`config.mk`:
```
export PLATFORM = sky130hd
export DESIGN_NAME = led_activity_ctrl
export DESIGN_NICKNAME = d
export VERILOG_FILES = /design/src/rtl/led_ctrl_pkg.sv /design/src/rtl/led_scanner.sv /design/src/rtl/led_activity_ctrl.sv
export SDC_FILE = /design/constraint.sdc
export NUM_CORES = 1
export LEC_CHECK = 0
export ABC_AREA = 0
export BUFFER_PORTS_ARGS = -buffer_cell sky130_fd_sc_hd__buf_2
export CAP_MARGIN = 10
export CELL_PAD_IN_SITES_DETAIL_PLACEMENT = 2
export CELL_PAD_IN_SITES_GLOBAL_PLACEMENT = 2
export CORE_MARGIN = 4
export CORE_UTILIZATION = 46
export CTS_BUF_LIST = sky130_fd_sc_hd__clkbuf_4
export CTS_CLUSTER_DIAMETER = 100
export DETAILED_ROUTE_END_ITERATION = 7
export PLACE_DENSITY = 0.95
export SLEW_MARGIN = 10
export SYNTH_ARGS = -nofsm -noshare
export SYNTH_HDL_FRONTEND = slang
export SYNTH_SLANG_ARGS = --single-unit
export TNS_END_PERCENT = 100
```
`constraint.sdc`:
```
create_clock -name clock -period 27.7 [get_ports clock]
set_input_delay 1.385 -clock clock [delete_from_list [all_inputs] [get_ports clock]]
set_output_delay 1.385 -clock clock [all_outputs]
set_load 0.005 [all_outputs]
```
`src/rtl/led_ctrl_pkg.sv`:
```
// Shared types for the front-panel LED activity controller: display modes,
// scanner flavours and the LED-count derivation used by the top level.
// No ports; imported by led_scanner and led_activity_ctrl.
package led_ctrl_pkg;

  typedef enum logic [1:0] {
    MODE_FAULT,
    MODE_HITS,
    MODE_IDLE
  } led_mode_e;

  typedef enum logic {
    SCAN_BOUNCE,
    SCAN_SWEEP
  } scan_kind_e;

  // One LED per distrip plus one LED per side.
  function automatic int led_count(input int nhs, input int nside);
    return nhs / nside + nside;
  endfunction

endpackage

```
`src/rtl/led_scanner.sv`:
```
// One-hot LED scanner; bounce (0..N-1..0, no repeated ends) or sweep (0..N-1, wrap).
// Latency: position advances on the edge where i_step is high; o_onehot follows r_pos.
// Backpressure: none, free-running whenever i_step pulses.
// Ports: i_clock, i_reset (async, active-high), i_step (advance strobe),
//        o_onehot [NLED-1:0] (current position, one bit set).
module led_scanner
  import led_ctrl_pkg::*;
#(
  parameter scan_kind_e KIND = SCAN_SWEEP,
  parameter int         NLED = 12
) (
  input  logic            i_clock,
  input  logic            i_reset,
  input  logic            i_step,
  output logic [NLED-1:0] o_onehot
);

  localparam int            PW   = (NLED > 1) ? $clog2(NLED) : 1;
  localparam logic [PW-1:0] LAST = PW'(NLED - 1);

  logic [PW-1:0] r_pos;
  logic          r_dir_up;

  always_ff @(posedge i_clock or posedge i_reset) begin
    if (i_reset) begin
      r_pos    <= '0;
      r_dir_up <= 1'b1;
    end else if (i_step) begin
      if (KIND == SCAN_SWEEP) begin
        r_pos <= (r_pos == LAST) ? '0 : r_pos + 1'b1;
      end else if (r_dir_up) begin
        // Turn around at the top without dwelling on the end LED.
        if (r_pos == LAST) begin
          r_pos    <= r_pos - 1'b1;
          r_dir_up <= 1'b0;
        end else begin
          r_pos <= r_pos + 1'b1;
        end
      end else begin
        if (r_pos == '0) begin
          r_pos    <= r_pos + 1'b1;
          r_dir_up <= 1'b1;
        end else begin
          r_pos <= r_pos - 1'b1;
        end
      end
    end
  end

  assign o_onehot = NLED'(1) << r_pos;

endmodule

```
`src/rtl/led_activity_ctrl.sv`:
```
// Front-panel LED controller: halfstrip hits -> stretched distrip/side LEDs, scanners for fault/idle.
// Latency: hit -> stage1 (+1) -> stretcher load (+2) -> leds low (+3); mode change shows after 1 cycle.
// Backpressure: none; inputs sampled every cycle, outputs registered.
// Ports: clock; reset (async, active-high); dcms_locked; push_button (active-low);
//        pulser_ready (low = pulser busy); halfstrips [NHS-1:0];
//        leds [NLED-1:0] active-low, distrips in the low NHS/NSIDE bits, sides above;
//        busy (busy counter non-zero).
// Build option: define LED_RETRIGGER_EN to make the flash stretchers retriggerable.
module led_activity_ctrl
  import led_ctrl_pkg::*;
#(
  parameter int NHS        = 32,
  parameter int NSIDE      = 4,
  parameter int NLED       = led_count(NHS, NSIDE),
  parameter int STRETCH_W  = 22,
  parameter int BUSY_W     = 23,
  parameter int SCAN_DIV_W = 21
) (
  input  logic            clock,
  input  logic            reset,
  input  logic            dcms_locked,
  input  logic            push_button,
  input  logic            pulser_ready,
  input  logic [NHS-1:0]  halfstrips,
  output logic [NLED-1:0] leds,
  output logic            busy
);

  localparam int NDIS = NHS / NSIDE;

  // Stage 1: hit reduction onto distrip and side channels.
  logic [NDIS-1:0]  w_distrip;
  logic [NSIDE-1:0] w_side;
  logic [NDIS-1:0]  r_distrip;
  logic [NSIDE-1:0] r_side;

  always_comb begin
    w_distrip = '0;
    w_side    = '0;
    for (int d = 0; d < NDIS; d++) begin
      w_distrip[d] = |halfstrips[d*NSIDE +: NSIDE];
    end
    for (int s = 0; s < NSIDE; s++) begin
      for (int k = 0; k < NDIS; k++) begin
        w_side[s] = w_side[s] | halfstrips[s + k*NSIDE];
      end
    end
  end

  always_ff @(posedge clock or posedge reset) begin
    if (reset) begin
      r_distrip <= '0;
      r_side    <= '0;
    end else begin
      r_distrip <= w_distrip;
      r_side    <= w_side;
    end
  end

  // Stage 2: per-channel flash stretchers, channel order matches the leds bus.
  logic [NLED-1:0]      w_act;
  logic [NLED-1:0]      w_lit;
  logic [STRETCH_W-1:0] r_str [NLED];

  assign w_act = {r_side, r_distrip};

  always_ff @(posedge clock or posedge reset) begin
    if (reset) begin
      for (int c = 0; c < NLED; c++) r_str[c] <= '0;
    end else begin
      for (int c = 0; c < NLED; c++) begin
`ifdef LED_RETRIGGER_EN
        if (w_act[c]) r_str[c] <= '1;
`else
        // Only an expired stretcher accepts a new trigger.
        if (w_act[c] && (r_str[c] == '0)) r_str[c] <= '1;
`endif
        else if (r_str[c] != '0) r_str[c] <= r_str[c] - 1'b1;
      end
    end
  end

  always_comb begin
    w_lit = '0;
    for (int c = 0; c < NLED; c++) w_lit[c] = (r_str[c] != '0);
  end

  // Busy hold-off after the pulser reports busy.
  logic [BUSY_W-1:0] r_busy_cnt;
  logic              w_busy;

  always_ff @(posedge clock or posedge reset) begin
    if (reset) begin
      r_busy_cnt <= '0;
    end else if (!pulser_ready) begin
      r_busy_cnt <= '1;
    end else if (r_busy_cnt != '0) begin
      r_busy_cnt <= r_busy_cnt - 1'b1;
    end
  end

  assign w_busy = (r_busy_cnt != '0);
  assign busy   = w_busy;

  // Shared scanner prescaler: one step per full wrap.
  logic [SCAN_DIV_W-1:0] r_presc;
  logic                  w_step;

  always_ff @(posedge clock or posedge reset) begin
    if (reset) r_presc <= '0;
    else       r_presc <= r_presc + 1'b1;
  end

  assign w_step = &r_presc;

  logic [NLED-1:0] w_bounce;
  logic [NLED-1:0] w_sweep;

  led_scanner #(.KIND(SCAN_BOUNCE), .NLED(NLED)) u_bounce (
    .i_clock  (clock),
    .i_reset  (reset),
    .i_step   (w_step),
    .o_onehot (w_bounce)
  );

  led_scanner #(.KIND(SCAN_SWEEP), .NLED(NLED)) u_sweep (
    .i_clock  (clock),
    .i_reset  (reset),
    .i_step   (w_step),
    .o_onehot (w_sweep)
  );

  // Mode select and output register.
  led_mode_e       w_mode;
  logic [NLED-1:0] w_pattern;
  logic [NLED-1:0] r_leds;

  always_comb begin
    if (!push_button || !dcms_locked) w_mode = MODE_FAULT;
    else if (w_busy)                  w_mode = MODE_HITS;
    else                              w_mode = MODE_IDLE;
  end

  always_comb begin
    w_pattern = w_sweep;
    case (w_mode)
      MODE_FAULT: w_pattern = w_bounce;
      MODE_HITS:  w_pattern = w_lit;
      default:    w_pattern = w_sweep;
    endcase
  end

  always_ff @(posedge clock or posedge reset) begin
    if (reset) r_leds <= '1;
    else       r_leds <= ~w_pattern;
  end

  assign leds = r_leds;

endmodule

```
# After elaboration in Yosys (flattened, before gate mapping)
# Cells that the tools add are included.
[classes] shifts=2 n_addsub=17 n_reduce_logical=63 mux=36 eq_ne=4 bitwise_logic=29
[ops] operator="$mux W22" n=24
[ops] operator="$logic_not A22 Y1" n=12
[ops] operator="$reduce_bool A22 Y1" n=12
[ops] operator="$sub A22 B1 Y22 const B" n=12
[ops] operator="$mux W23" n=2
[ops] operator="$reduce_or A4 Y1" n=8
[ops] operator="$or A1 B1 Y1" n=28
[ops] operator="$pmux W12 S2" n=1
[ops] operator="$reduce_bool A2 Y1" n=12
[ops] operator="$shl A1 B4 Y12 const A" n=2
[ops] operator="$reduce_bool A23 Y1" n=1
[ops] operator="$sub A23 B1 Y23 const B" n=1
[ops] operator="$add A21 B1 Y21 const B" n=1
[ops] operator="$reduce_and A21 Y1" n=1
[ops] operator="$mux W4" n=4
[ops] operator="$logic_and A1 B1 Y1" n=12
[ops] operator="$not A12 Y12" n=1
[ops] operator="$add A4 B1 Y4 const B" n=2
[ops] operator="$eq A4 B4 Y1 const B" n=2
[ops] operator="$logic_not A4 Y1" n=1
[ops] operator="$mux W2" n=2
[ops] operator="$sub A4 B1 Y4 const B" n=1
[ops] operator="$mux W1" n=3
[ops] operator="$eq A2 B1 Y1 const B" n=1
[ops] operator="4 further kinds" n=5
[totals] out_inout_bits=13 regBits=341 word_cells=171

# Depth between registers and ports, before layout
# Gate-level depths: netlist (run 1).
[logic_depth] depth_word=7 depth_mapped=10 depth_no_buf=7

# Modules after synthesis
# Synthesis (run 1) repeated with hierarchy kept, for this count alone.
[unflattened] cells_unflattened=1802 hier_area_um2=17536.8
[modules_own_cells] mod="led_activity_ctrl" area_per_inst_um2=16656.0 seq_area_each_um2=8323.0 instances=1 cells_per_inst=1698
[modules_own_cells] mod="led_scanner at u_bounce" area_per_inst_um2=519.2 seq_area_each_um2=126.4 instances=1 cells_per_inst=60
[modules_own_cells] mod="led_scanner at u_sweep" area_per_inst_um2=361.6 seq_area_each_um2=100.1 instances=1 cells_per_inst=44

# Worst setup path after synthesis (run 1)
# No wires, ideal clock.
[synth_timing] kind="register -> output" start="register r_busy_cnt[2]" end="output busy" t_arrival_ps=1340 setup_slack_ps=24975 t_required_ps=26315 stages_incl_launch_ff=4 path_cell_list="dfrtp_1 > nor4_2 > and4b_1 > nand2_1"
[synth_via] elab_chain_cells=1
[synth_lines] item="start, declared" line="led_activity_ctrl.sv:89" rtl="logic [BUSY_W-1:0] r_busy_cnt;"
[synth_lines] item="start signal, assigned" line="led_activity_ctrl.sv:98" rtl="r_busy_cnt <= r_busy_cnt - 1'b1;"
[synth_lines] item="$reduce_bool A23 Y1" line="led_activity_ctrl.sv:102" rtl="assign w_busy = (r_busy_cnt != '0);"
[synth_lines] item="end, declared" line="led_activity_ctrl.sv:26" rtl="output logic busy"
# No other way between the ends.

# Final worst setup path (run 1)
[layout_timing] start="register r_busy_cnt[8]" end="output busy"
# Same word-level chain as after synthesis.

==> run_results.csv, run 1 <==
group,metric,value,unit
status,status,"completed",
clocking,clock_path_buffers,3,
setup_path,cp-end-kind,"output pin",
clocking,numCtsBuffers,96,
setup_path,slowest_stage,"nor4_1",
finish,fillers,3729,
pwr,power_density,69.5,nW/um^2
timing,final_max_slew_viol_count,0,
route,wl,71100,um
clocking,clk_pin_slew,0.08,ns
placement,dp_hpwl,39000,um
synth,synth-adder-area-share,1.40,%
clocking,postCtsSetupBuffers,0,
finish,layout-drive-gt1-share,14.7,%
timing,maxSlewHeadroom,19.7,%
setup_path,critical_path_required,26.31,ns
global_route,grt_max_degree,131,
worst_hold_path,hp-class,"flip-flop to flip-flop",
synth,synth_cell_types,68,
die,dieArea,40200,um^2
timing,rsz0062_at_grt,"no",
timing,period_needed,4.46,ns
setup_path,arrival,3.07,ns
die,start_util,46.6,%
route,initialDrtViolationCount,1269,
clocking,cts_resized,0,
setup_path,cp-startpoint,"r_busy_cnt[8]",
setup_path,reg2reg_from,"r_busy_cnt[8]",
synth,synth_xor_area_share,3.39,%
global_route,antenna_found_initial,1,
synth,ys_seq_elements,341,
worst_hold_path,hold_path_startpoint,"r_presc[11]",
route,via_per_inst,6.75,
pwr,leakage,6.65,nW
timing,hold_viol_final,0,
die,design.core.area,36500,um^2
clocking,postCtsHoldBufs,0,
finish,final_common_cell,"dfrtp_1",
route,post-route-drc-count,0,
timing,setup_viol,0,
synth,yosys.area_share.simple,25.3,%
placement,globalplace.congestion,0.786,
global_route,grt_pass1_wl,114000,um
route,wl_per_cell,29.4,um
synth,syn_avg_cell_area,9.74,um^2
synth,synth_top_family_by_area,"simple AND/OR/NAND/NOR gates",
finish,syn_to_final_growth,12.0,%
pwr,irDropWorstVdd,0.0427,mV
die,fp.dieW,200,um
clocking,clk_latency,0.84,ns
setup_path,critical_path_class,"flip-flop to output pin",
route,first_pass_iters,6,
global_route,grt_pass1_vias,18500,
job,max-cap-violations,0,
timing,finalSetupTns,0,ns
synth,yosysSeqAreaShare,50.2,%
setup_path,worstPathCellList,"nor4_1 -> and4b_1 -> nand2_1 -> buf_2",
die,io_pins,50,
setup_path,cp_max_fo,6,
synth,async_flop_share,100,%
route,vias,16300,
global_route,track_usage,35.0,%
clocking,cts.sinks,341,
timing,worstMarginPinSlew,1.19,ns
timing,clock_skew,0.0466,ns
route,antenna_left,0,
finish,final_cell_mix,"dfrtp_1, nor2_1, clkbuf_4",
clocking,cts_root_buf,"clkbuf_4",
synth,yosysWarnings,0,
die,core.rowCount,70,
finish,finalNetCount,1922,
synth,synth_compound_area_share,13.2,%
die,die_h,200,um
synth,synth_flop_cell,"dfrtp_1",
timing,clock.fmax,0.224,GHz
global_route,grt-ovfl-total,0,
synth,syn_area,17000,um^2
synth,synth.area.mux_share,4.39,%
setup_path,cpPeakStageDelay,1.03,ns
synth,synthCells,1749,
clocking,h-tree-depth,3,
setup_path,cp-start-kind,"flip-flop",
placement,place_area,17800,um^2
clocking,cts_tree,"built",
timing,fin_crit_sh,16.1,%
synth,synth_nets,1805,
placement,io_buffer_count,49,
finish,final_area,19100,um^2
pwr,total_power,1.33,mW
synth,synth_edf_count,0,
-- cell usage after synthesis (all sizes together) (6+ instances only) --
cell | number | area, um^2
a211oi | 53 | 398
a21o | 11 | 82.6
a21oi | 78 | 390
a31oi | 37 | 231
and3 | 14 | 87.6
buf | 7 | 33.8
clkbuf | 32 | 120
dfrtp | 328 | 8210
dfstp | 13 | 342
ha | 19 | 238
inv | 58 | 218
mux2 | 14 | 158
mux2i | 59 | 591
nand2 | 109 | 409
nand2b | 15 | 93.8
nand3 | 35 | 175
nand3b | 7 | 52.6
nand4 | 22 | 138
nand4b | 7 | 61.3
nor2 | 189 | 719
nor2b | 7 | 43.8
nor3 | 151 | 797
nor3b | 18 | 135
nor4 | 92 | 638
nor4b | 8 | 82.6
o211ai | 8 | 60.1
o21ai | 100 | 500
o31ai | 35 | 263
o41ai | 9 | 78.8
or2 | 9 | 56.3
or3 | 41 | 257
or3b | 6 | 55.1
or4 | 48 | 368
xnor2 | 41 | 359
xor2 | 25 | 219
-- state kept, by name, summed over array words and instances, names as in the netlist --
signal             count
leds                  12
r_distrip              8
r_presc               21
r_side                 4
u_bounce.r_dir_up      1
r_busy_cnt            23
r_str                264
u_sweep.r_pos          4
u_bounce.r_pos         4
-- stage by stage --
| step | hold WS, ns | cells | setup slack [ns] | util, % |
|---|---|---|---|---|
| floorplan | 0.438 | 1749 | 16.88 | - |
| global placement | 0.456 | 2236 | 23.55 | 48.7 |
| detailed placement | 0.471 | 2236 | 23.47 | 48.7 |
| CTS | 0.491 | 2415 | 23.22 | 52.2 |
| global route | 0.516 | 2416 | 23.13 | 52.2 |
| finish | 0.489 | 2417 | 23.24 | 52.3 |
-- power breakdown --
group	switching (mW)	internal, mW	leakage, nW
clock network	0.257	0.266	0.775
registers	0.0999	0.560	3.40
logic	0.0877	0.0562	2.48
total	0.445	0.882	6.65
-- path summary, 6_finish.rpt --
| path | endpoint | cells after the start | slack [ns] |
|---|---|---|---|
| hold reg to reg | r_presc[11] | 1 | 0.49 |
| min in group asynchronous | r_str[36] | 2 | 0.68 |
| hold / removal | r_presc[11] | 1 | 0.49 |
| setup reg to reg | leds[1] | 5 | 23.69 |
| max in group asynchronous | r_str[66] | 4 | 24.34 |
| setup / recovery | busy | 4 | 23.24 |
-- cell families (layout without fill, tap and decap cells) --
logic type	after synthesis	in the layout
AOI/OAI and AO/OA	359	359
DFF	341	341
other	0	2
xor gates and xnor gates	66	66
and+or+nand+nor	794	794
muxes	73	73
adders and majority gates	19	19
buffers and inverters	97	295
-- layout make-up --
type / count / area, um^2 / area share (%)
Antenna cell: 2 / 5.00 / 0.0262
Clock buffer: 158 / 1190 / 6.22
Clock inverter: 21 / 105 / 0.551
Inverter: 58 / 225 / 1.18
Multi-Input combinational cell: 1311 / 8110 / 42.5
Sequential cell: 341 / 8550 / 44.8
Tap cell: 468 / 586 / 3.07
Timing Repair Buffer: 58 / 313 / 1.64
-- per-layer routing --
metal,vias up,global-route usage [%],wire length (um)
met5,-,0,0
li1,6842,-,-
met1,8500,41.9,28000
met2,698,62.0,36300
met3,284,6.03,3600
met4,0,15.8,3220
-- worst max-delay path: cells and delay by family, from the launching register on --
| family | cells | cell delay [ns] |
|---|---|---|
| flip-flops | 1 | 0.47 |
| buffers and inverters | 1 | 0.18 |
| AND/OR/NAND/NOR | 3 | 1.60 |
Power figures use the tool's default switching activity.
==> run 2: changes to the inputs <==
--- a/config.mk
+++ b/config.mk
@@ -11,11 +11,11 @@
 export CELL_PAD_IN_SITES_DETAIL_PLACEMENT = 2
 export CELL_PAD_IN_SITES_GLOBAL_PLACEMENT = 2
 export CORE_MARGIN = 4
-export CORE_UTILIZATION = 46
+export CORE_UTILIZATION = 42
 export CTS_BUF_LIST = sky130_fd_sc_hd__clkbuf_4
 export CTS_CLUSTER_DIAMETER = 100
 export DETAILED_ROUTE_END_ITERATION = 7
-export PLACE_DENSITY = 0.95
+export PLACE_DENSITY = 0.91
 export SLEW_MARGIN = 10
 export SYNTH_ARGS = -nofsm -noshare
 export SYNTH_HDL_FRONTEND = slang
==> constraint.sdc (replaced) <==
create_clock -name clock -period 4.6 [get_ports clock]
set_input_delay 0.23 -clock clock [delete_from_list [all_inputs] [get_ports clock]]
set_output_delay 0.23 -clock clock [all_outputs]
set_load 0.005 [all_outputs]
==> run 2 against run 1 <==
Net effect: cell area increased by 1.9%; first-iteration DRC count shrank 4.6%; sequential power grew to 6.0 times the previous value; register-to-register slack lost 23 ns; largest cell class unchanged; highest routed layer unchanged.
==> run_results.csv, run 2 (synthesis gave the netlist of run 1 again) <==
group,metric,value,unit
timing,maxSlewHeadroom,17.5,%
timing,setup_viol,0,
timing,worstMarginPinSlew,1.23,ns
die,start_util,42.7,%
finish,largestRegisters,"r_str: 264 flops, r_busy_cnt: 23 flops, r_presc: 21 flops",
placement,globalplace.congestion,0.789,
pwr,p_sw,2.72,mW
die,fp.dieW,209,um
worst_hold_path,hp-class,"primary input to asynchronous set/reset pin",
timing,finalSetupTns,0,ns
die,die_h,209,um
setup_path,arrival,4.32,ns
clocking,postCtsSetupBuffers,0,
global_route,grt-ovfl-total,0,
setup_path,cp-start-kind,"flip-flop",
route,wl_per_cell,27.5,um
route,post-route-drc-count,0,
setup_path,critical_path_required,5.31,ns
clocking,numCtsBuffers,96,
finish,instances_no_fill,2498,
finish,largest_reg_flops,264,
global_route,antenna_found_initial,1,
job,max-cap-violations,0,
route,vias,16200,
placement,dp.cells,2292,
route,initialDrtViolationCount,1211,
finish,finalNetCount,1951,
global_route,grt_pass1_vias,18600,
timing,rsz0062_at_grt,"no",
clocking,clock_path_buffers,3,
timing,final_max_slew_viol_count,0,
pwr,irDropWorstVdd,0.246,mV
timing,hold_viol_final,0,
finish,syn_to_final_growth,14.2,%
timing,clock_skew,0.0725,ns
die,io_pins,50,
placement,dp_hpwl,35400,um
die,design.core.area,39900,um^2
route,first_pass_iters,5,
die,core.rowCount,73,
finish,final_common_cell,"dfrtp_1",
pwr,swShare,34.0,%
pwr,leakage,6.73,nW
status,status,"completed",
finish,layout-drive-gt1-share,14.0,%
global_route,grt_max_degree,178,
clocking,cts_tree,"built",
clocking,clk_pin_slew,0.10,ns
route,via_per_inst,6.49,
pwr,power_density,411,nW/um^2
pwr,intPower,5.27,mW
clocking,clk_latency,0.86,ns
global_route,grt_pass1_wl,110000,um
clocking,cts.sinks,341,
finish,top_register,"r_str",
setup_path,critical_path_class,"flip-flop to flip-flop",
pwr,power_frac_clock,39.2,%
timing,clock.fmax,0.277,GHz
timing,fin_crit_sh,78.6,%
clocking,cts_resized,0,
route,antenna_left,0,
pwr,power_frac_comb,11.1,%
route,wl,68700,um
clocking,cts_root_buf,"clkbuf_4",
setup_path,cp-end-kind,"flip-flop",
pwr,total_power,7.99,mW
placement,io_buffer_count,49,
clocking,h-tree-depth,3,
die,dieArea,43800,um^2
timing,period_needed,3.62,ns
finish,final_cell_mix,"dfrtp_1, nor2_1, nor3_1",
global_route,track_usage,31.2,%
clocking,postCtsHoldBufs,30,
pwr,pwr-share-seq,49.7,%
setup_path,cp_max_fo,14,
==> run 2: cell types whose count changed in the layout (fill, tap and decap cells not counted), moves of 2 or more <==
cell           change
clkbuf_4          -21
buf_4              -3
clkinvlp_4         +2
buf_12             +2
clkinv_2           +6
clkinv_1           +6
inv_2              +2
bufinv_16          +2
dlygate4sd3_1     +30
==> run 2: path summary, 6_finish.rpt <==
kind	endpoint	slack [ns]	startpoint	cells past startpoint
min reg2reg	r_str[163]	0.48	r_str[163]	1
max	u_bounce.r_pos[2]	0.98	r_presc[0]	6
min in group clock	r_distrip[3]	0.15	halfstrips[13]	3
min	r_presc[12]	0.05	reset	3
max reg2reg	u_bounce.r_pos[2]	0.98	r_presc[0]	6
max in group asynchronous	r_str[158]	3.08	reset	4
==> run 2: per-stage QoR <==
| step | worst slack [ns] | util, % | instance area (um^2) | hold WS [ns] |
|---|---|---|---|---|
| floorplan | -0.180 | - | 17000 | 0.314 |
| global placement | 1.67 | 44.8 | 17900 | 0.341 |
| detailed placement | 1.44 | 44.8 | 17900 | 0.345 |
| CTS | 1.23 | 48.7 | 19400 | 0.00779 |
| global route | 0.766 | 48.7 | 19400 | 0.0725 |
| finish | 0.985 | 48.7 | 19400 | 0.0486 |
==> run 2: power by group through the flow <==
stage	Clock, mW	Combinational, mW	Sequential (mW)
floorplan	0	0.565	3.75
global placement	0	0.653	3.85
detailed placement	0	0.760	3.92
CTS	3.12	0.849	3.92
global route	3.36	0.972	4.02
finish	3.13	0.883	3.97
==> run 2: routing by layer <==
metal	track usage, %	vias to the layer above	wire length [um]
met5	0	-	0
met1	35.5	8455	26100
li1	-	6892	-
met3	5.80	270	3050
met2	56.0	593	35900
met4	15.7	0	3600
==> run 2: cell type report <==
type / count / area, um^2
fillers: 4087 / 20500
flip-flops and latches: 341 / 8550
multi-input cells: 1311 / 8120
clock buffers: 137 / 1030
well taps: 525 / 657
repair buffers: 87 / 631
clock inverters: 38 / 233
inverters: 58 / 221
diodes: 1 / 2.50
==> run 2: critical path, cell delays in order, from the launching register on <==
cell,delay [ns]
dfrtp_1,0.46
ha_1,0.27
nand3_1,0.24
nor4_2,0.70
nand4_1,0.77
a2111oi_0,0.91
a21oi_1,0.14
